==> src/rtl/vga_digit_render.sv <==
// rtl/vga_digit_render.sv - two-stage glyph sampling and colour output for four digit slots
module vga_digit_render #(
   parameter int          X_L          = 256,
   parameter int          X_R          = 320,
   parameter int          Y_T          = 160,
   parameter int          Y_B          = 256,
   parameter int          SCALE_SH     = 1,
   parameter logic [11:0] FG_OP        = 12'hFFF,
   parameter logic [11:0] FG_RES       = 12'h0F0,
   parameter int          BLINK_FRAMES = 30
) (
   input  logic        clk,
   input  logic        rst,
   input  logic [9:0]  h_cnt,
   input  logic [9:0]  v_cnt,
   input  logic        video_on,
   input  logic        hsync_in,
   input  logic        vsync_in,
   input  logic        show_op,
   input  logic        show_res,
   input  logic        blink_en,
   output logic [3:0]  addr_fir,
   output logic [3:0]  addr_sec,
   output logic [3:0]  addr_disp_u,
   output logic [3:0]  addr_disp_d,
   input  logic [15:0] Char_fir,
   input  logic [15:0] Char_sec,
   input  logic [15:0] Char_disp_u,
   input  logic [15:0] Char_disp_d,
   output logic [3:0]  vga_r,
   output logic [3:0]  vga_g,
   output logic [3:0]  vga_b,
   output logic        hsync,
   output logic        vsync
);

   localparam logic [9:0] SLOT_SZ = 10'(16 << SCALE_SH);
   localparam int         CW      = (BLINK_FRAMES > 1) ? $clog2(BLINK_FRAMES) : 1;
   localparam logic [CW-1:0] CNT_LAST = CW'(BLINK_FRAMES - 1);

   // slot index: 0 = fir, 1 = sec, 2 = disp_d, 3 = disp_u
   logic [3:0][9:0] dx, dy;
   logic [3:0]      hit_c;
   logic [3:0][3:0] col_c, addr_c;

   logic [3:0]      hit_q;
   logic [3:0][3:0] col_q, addr_q;
   logic            von_d1, hs_d1, vs_d1;

   logic [3:0]      pix_bit;
   logic            pix_op, pix_res;
   logic [11:0]     colour_c, colour_q;

   logic [CW-1:0]   frame_cnt;
   logic            blink_phase;
   logic            vs_fall;

   // slot hit test: unsigned wrap makes coordinates left of / above the origin miss
   always_comb begin
      dx[0] = h_cnt - 10'(X_L);
      dy[0] = v_cnt - 10'(Y_T);
      dx[1] = h_cnt - 10'(X_R);
      dy[1] = v_cnt - 10'(Y_T);
      dx[2] = h_cnt - 10'(X_L);
      dy[2] = v_cnt - 10'(Y_B);
      dx[3] = h_cnt - 10'(X_R);
      dy[3] = v_cnt - 10'(Y_B);
      hit_c  = '0;
      col_c  = '0;
      addr_c = '0;
      for (int s = 0; s < 4; s++) begin
         hit_c[s]  = (dx[s] < SLOT_SZ) && (dy[s] < SLOT_SZ);
         col_c[s]  = 4'(dx[s] >> SCALE_SH);
         addr_c[s] = hit_c[s] ? 4'(dy[s] >> SCALE_SH) : 4'd0;
      end
   end

   // stage 1: ROM row addresses plus the per-slot column/hit and sync delay line
   always_ff @(posedge clk or posedge rst) begin
      if (rst) begin
         addr_q <= '0;
         hit_q  <= '0;
         col_q  <= '0;
         von_d1 <= 1'b0;
         hs_d1  <= 1'b1;
         vs_d1  <= 1'b1;
      end else begin
         addr_q <= addr_c;
         hit_q  <= hit_c;
         col_q  <= col_c;
         von_d1 <= video_on;
         hs_d1  <= hsync_in;
         vs_d1  <= vsync_in;
      end
   end

   assign addr_fir    = addr_q[0];
   assign addr_sec    = addr_q[1];
   assign addr_disp_d = addr_q[2];
   assign addr_disp_u = addr_q[3];

   // glyph bit select on the returned ROM rows; operand colour wins any overlap
   always_comb begin
      pix_bit[0] = hit_q[0] & Char_fir[col_q[0]];
      pix_bit[1] = hit_q[1] & Char_sec[col_q[1]];
      pix_bit[2] = hit_q[2] & Char_disp_d[col_q[2]];
      pix_bit[3] = hit_q[3] & Char_disp_u[col_q[3]];
      pix_op     = show_op & (pix_bit[0] | pix_bit[1]);
      pix_res    = show_res & ~(blink_en & blink_phase) & (pix_bit[2] | pix_bit[3]);
      colour_c   = 12'h000;
      if (von_d1) begin
         if (pix_op)
            colour_c = FG_OP;
         else if (pix_res)
            colour_c = FG_RES;
      end
   end

   // stage 2: colour and syncs leave together, two clocks after the raster inputs
   always_ff @(posedge clk or posedge rst) begin
      if (rst) begin
         colour_q <= 12'h000;
         hsync    <= 1'b1;
         vsync    <= 1'b1;
      end else begin
         colour_q <= colour_c;
         hsync    <= hs_d1;
         vsync    <= vs_d1;
      end
   end

   assign {vga_r, vga_g, vga_b} = colour_q;

   assign vs_fall = vs_d1 & ~vsync_in;

   // frame counter toggles the blink phase; disabling blink restarts from the visible phase
   always_ff @(posedge clk or posedge rst) begin
      if (rst) begin
         frame_cnt   <= '0;
         blink_phase <= 1'b0;
      end else if (!blink_en) begin
         frame_cnt   <= '0;
         blink_phase <= 1'b0;
      end else if (vs_fall) begin
         if (frame_cnt == CNT_LAST) begin
            frame_cnt   <= '0;
            blink_phase <= ~blink_phase;
         end else begin
            frame_cnt <= frame_cnt + 1'b1;
         end
      end
   end

endmodule
==> config.mk <==
export PLATFORM = sky130hd
export DESIGN_NAME = vga_digit_render
export DESIGN_NICKNAME = d
export VERILOG_FILES = /design/src/rtl/vga_digit_render.sv
export SDC_FILE = /design/constraint.sdc
export NUM_CORES = 1
export LEC_CHECK = 0
export ABC_AREA = 1
export CELL_PAD_IN_SITES_DETAIL_PLACEMENT = 0
export CELL_PAD_IN_SITES_GLOBAL_PLACEMENT = 1
export CORE_MARGIN = 3
export CORE_UTILIZATION = 29
export CTS_BUF_LIST = sky130_fd_sc_hd__clkbuf_4 sky130_fd_sc_hd__clkbuf_8
export CTS_CLUSTER_SIZE = 8
export DETAILED_ROUTE_END_ITERATION = 10
export PLACE_DENSITY = 0.9
export SLEW_MARGIN = 20
export SYNTH_ARGS = -nofsm -noshare
export SYNTH_HDL_FRONTEND = slang
export SYNTH_SLANG_ARGS = --single-unit
export TNS_END_PERCENT = 100
==> constraint.sdc <==
create_clock -name clk -period 3.6 [get_ports clk]
set_clock_uncertainty 0.2 [all_clocks]
set_input_delay 0.36 -clock clk [delete_from_list [all_inputs] [get_ports clk]]
set_output_delay 0.36 -clock clk [all_outputs]
set_load 0.02 [all_outputs]
==> results.ini <==
[logic_synthesis]
synth_ff_type=dfrtp_1
ys_types=22
yosys.area.top_type=dfrtp_1
synth_cells=328
netlist_top_cells_area=dfrtp_1 37%, nand2_1 19%, inv_1 10%
synth_fp_nets=423
synth_edf_count=0
ys_ff_latch=37
synth-async-reset-ratio_pct=100.0
yosysTopAreaCellShare_pct=36.83
syn_area_um2=2242
yosysMostFrequentCell=nand2_1
synth.avg_cell_area_um2=6.836
yosys_warnings=0
seq_area_frac_synth_pct=41.52
synthTopCellsByCount=112 x nand2_1, 61 x inv_1, 41 x nand3_1

[sta]
min_period_over_period_pct=54.64
setup_viol=0
hold-worst-slack_ps=157.2
hold_viol_final=0
final.min_clock_period_ps=1967
final_max_slew_viol_count=0
tightest_slew_ps=875.1
rsz0062_at_grt=false
slew-limit-headroom_pct=41.59
fin_ws_ps=1633
final.setup.tns_ps=0
fmax_ghz=0.5083

[power_and_ir_drop]
vdd_drop_max_mv=0.3088
p_switching_uw=237.3
power.density_nw_per_um2=262.9
power_uw=916.7
p_int_uw=679.4
clkPwrFrac_pct=30.2
seq_power_share_pct=47.4
leakagePower_nw=1.752
power_frac_comb_pct=22.4
switching_share_pct=25.89

[layout]
final_util_pct=47.32
stdcell_count=535
syn_to_final_growth_pct=55.52
multiInputGateArea_um2=894.6
fin_area_um2=3487
antennaDiodeCount=0
drive_gt1_share_pct=4.128
register_area_um2=930.9
nNetsFinal=530
fill_cells=700

[global_routing]
grt_max_degree=34
grtUsageTotal_pct=14.32
antenna_found_initial=0
use_met2_pct=23.77
gr-total-overflow=0
grt_pass1_vias=2208
grt_first_pass_wirelength_um=10070
met3_usage_pct=5.769
met1_usage_pct=17.34
top_usage_layer=met2

[run_status]
status=finished clean

[clock_tree]
h-tree-depth=2
numCtsBuffers=5
insertion_delay_ps=290
clockBufferDepth=2
post-cts-setup-buffers=0
holdBufCountCts=0
cts_sinks=37
clk_pin_slew_ps=70
cts_root_buf=clkbuf_8
cts_tree=built
cts_resized=0

[critical_path]
endpoint_kind=register
path_cells=inv_2 > nand3_1 > nand3_1 > nand3_1 > nand2_1 > nand2_1 > nand2_1 > nand2_1 > nand2_1
critPathKind=reg -> reg
critPathLaunchType=register
cp_common_cell=nand2_1
required_ps=3580
slowest_delay_ps=730
slowest_stage=dfrtp_1
arrival_ps=1950
path_max_fanout=18

[placed_design]
gp_congestion=0.7431
place_area_um2=3401
dp_worst_setup_slack_ps=1490
dp.cells=527
port_buffers=119
hpwl_um=4841

[routing]
drt_first_pass_iters=4
drc=0
ant_nets=0
drtIter0Drc=83
post_drt_wl_per_cell_um=11.59
routed_via_density=4.183
vias=2238
totalWireLength_um=6201

[floorplanning]
coreArea_um2=7370
io_pins=122
num_rows=31
start_util_pct=30.42
dieArea_um2=8823
die-width_um=93.93
dieHeight_um=93.93

[flow_run]
cap_violations=0

[min_path]
hold_path_class=reg -> reg

-- power groups by stage --
| stage | Clock, mW | Combinational [mW] | Sequential (mW) |
|---|---|---|---|
| finish | 0.277 | 0.205 | 0.435 |
| global route | 0.310 | 0.231 | 0.436 |
| CTS | 0.291 | 0.208 | 0.435 |
| detailed placement | 0 | 0.207 | 0.443 |
| global placement | 0 | 0.205 | 0.443 |
| floorplan | 0 | 0.0960 | 0.439 |
-- worst max-delay path, delay by kind of cell, from the launching register on --
family / cells / cell delay (ps)
AND/OR/NAND/NOR: 8 / 650
flip-flops: 1 / 730
buffers and inverters: 1 / 270
-- registers in the layout, indices dropped and copies added (netlist names), 2 cells and up --
| register | count |
|---|---|
| frame_cnt | 5 |
| addr_disp_d | 4 |
| addr_disp_u | 4 |
| addr_fir | 4 |
| addr_sec | 4 |
| col_q | 4 |
| hit_q | 4 |
| colour_q | 2 |
-- cell type report --
cell class	instances	share of cell area, %
clock buffers	5	1.973
flip-flops and latches	37	26.70
repair buffers	121	34.59
clock inverters	3	0.5023
multi-input cells	206	25.65
well taps	99	3.552
inverters	64	7.033
-- final timing paths --
path | startpoint | end | slack [ps] | cells past startpoint
worst min register to register | hs_d1 | hsync | 160 | 0
worst max register to register | col_q[9] | colour_q[7] | 1630 | 9
max in group asynchronous | rst | addr_sec[2] | 2150 | 3
min in group asynchronous | rst | addr_disp_d[0] | 350 | 2
worst max-delay path | col_q[9] | colour_q[7] | 1630 | 9
worst min-delay path | hs_d1 | hsync | 160 | 0
-- metal layers --
| layer | wire length (um) | vias to the layer above |
|---|---|---|
| met5 | 0 | - |
| met1 | 2619 | 973 |
| met3 | 655 | 7 |
| met4 | 62 | 0 |
| met2 | 2864 | 73 |
| li1 | - | 1185 |
-- cells by family after synthesis --
logic type	share of synthesized area, %
flops	41.52
simple gates	35.27
buf+inv	18.58
fa+ha+maj	1.674
compound gates	2.957
-- cells in the final DEF (no fill, tap or decap), drive strengths merged --
cell           instances
dfrtp                 33
a21oi                  5
and3                   2
nand3                 41
o21a                   2
inv                   64
ha                     3
nor4                   2
nor2                  28
buf                    2
clkinv                 2
dfstp                  4
clkinvlp               1
nor3                   4
o21ai                  4
clkbuf                 5
nand2                112
o22ai                  1
clkdlybuf4s50        119
nand4                  2
Note: power is estimated with default switching activity, not from simulation.
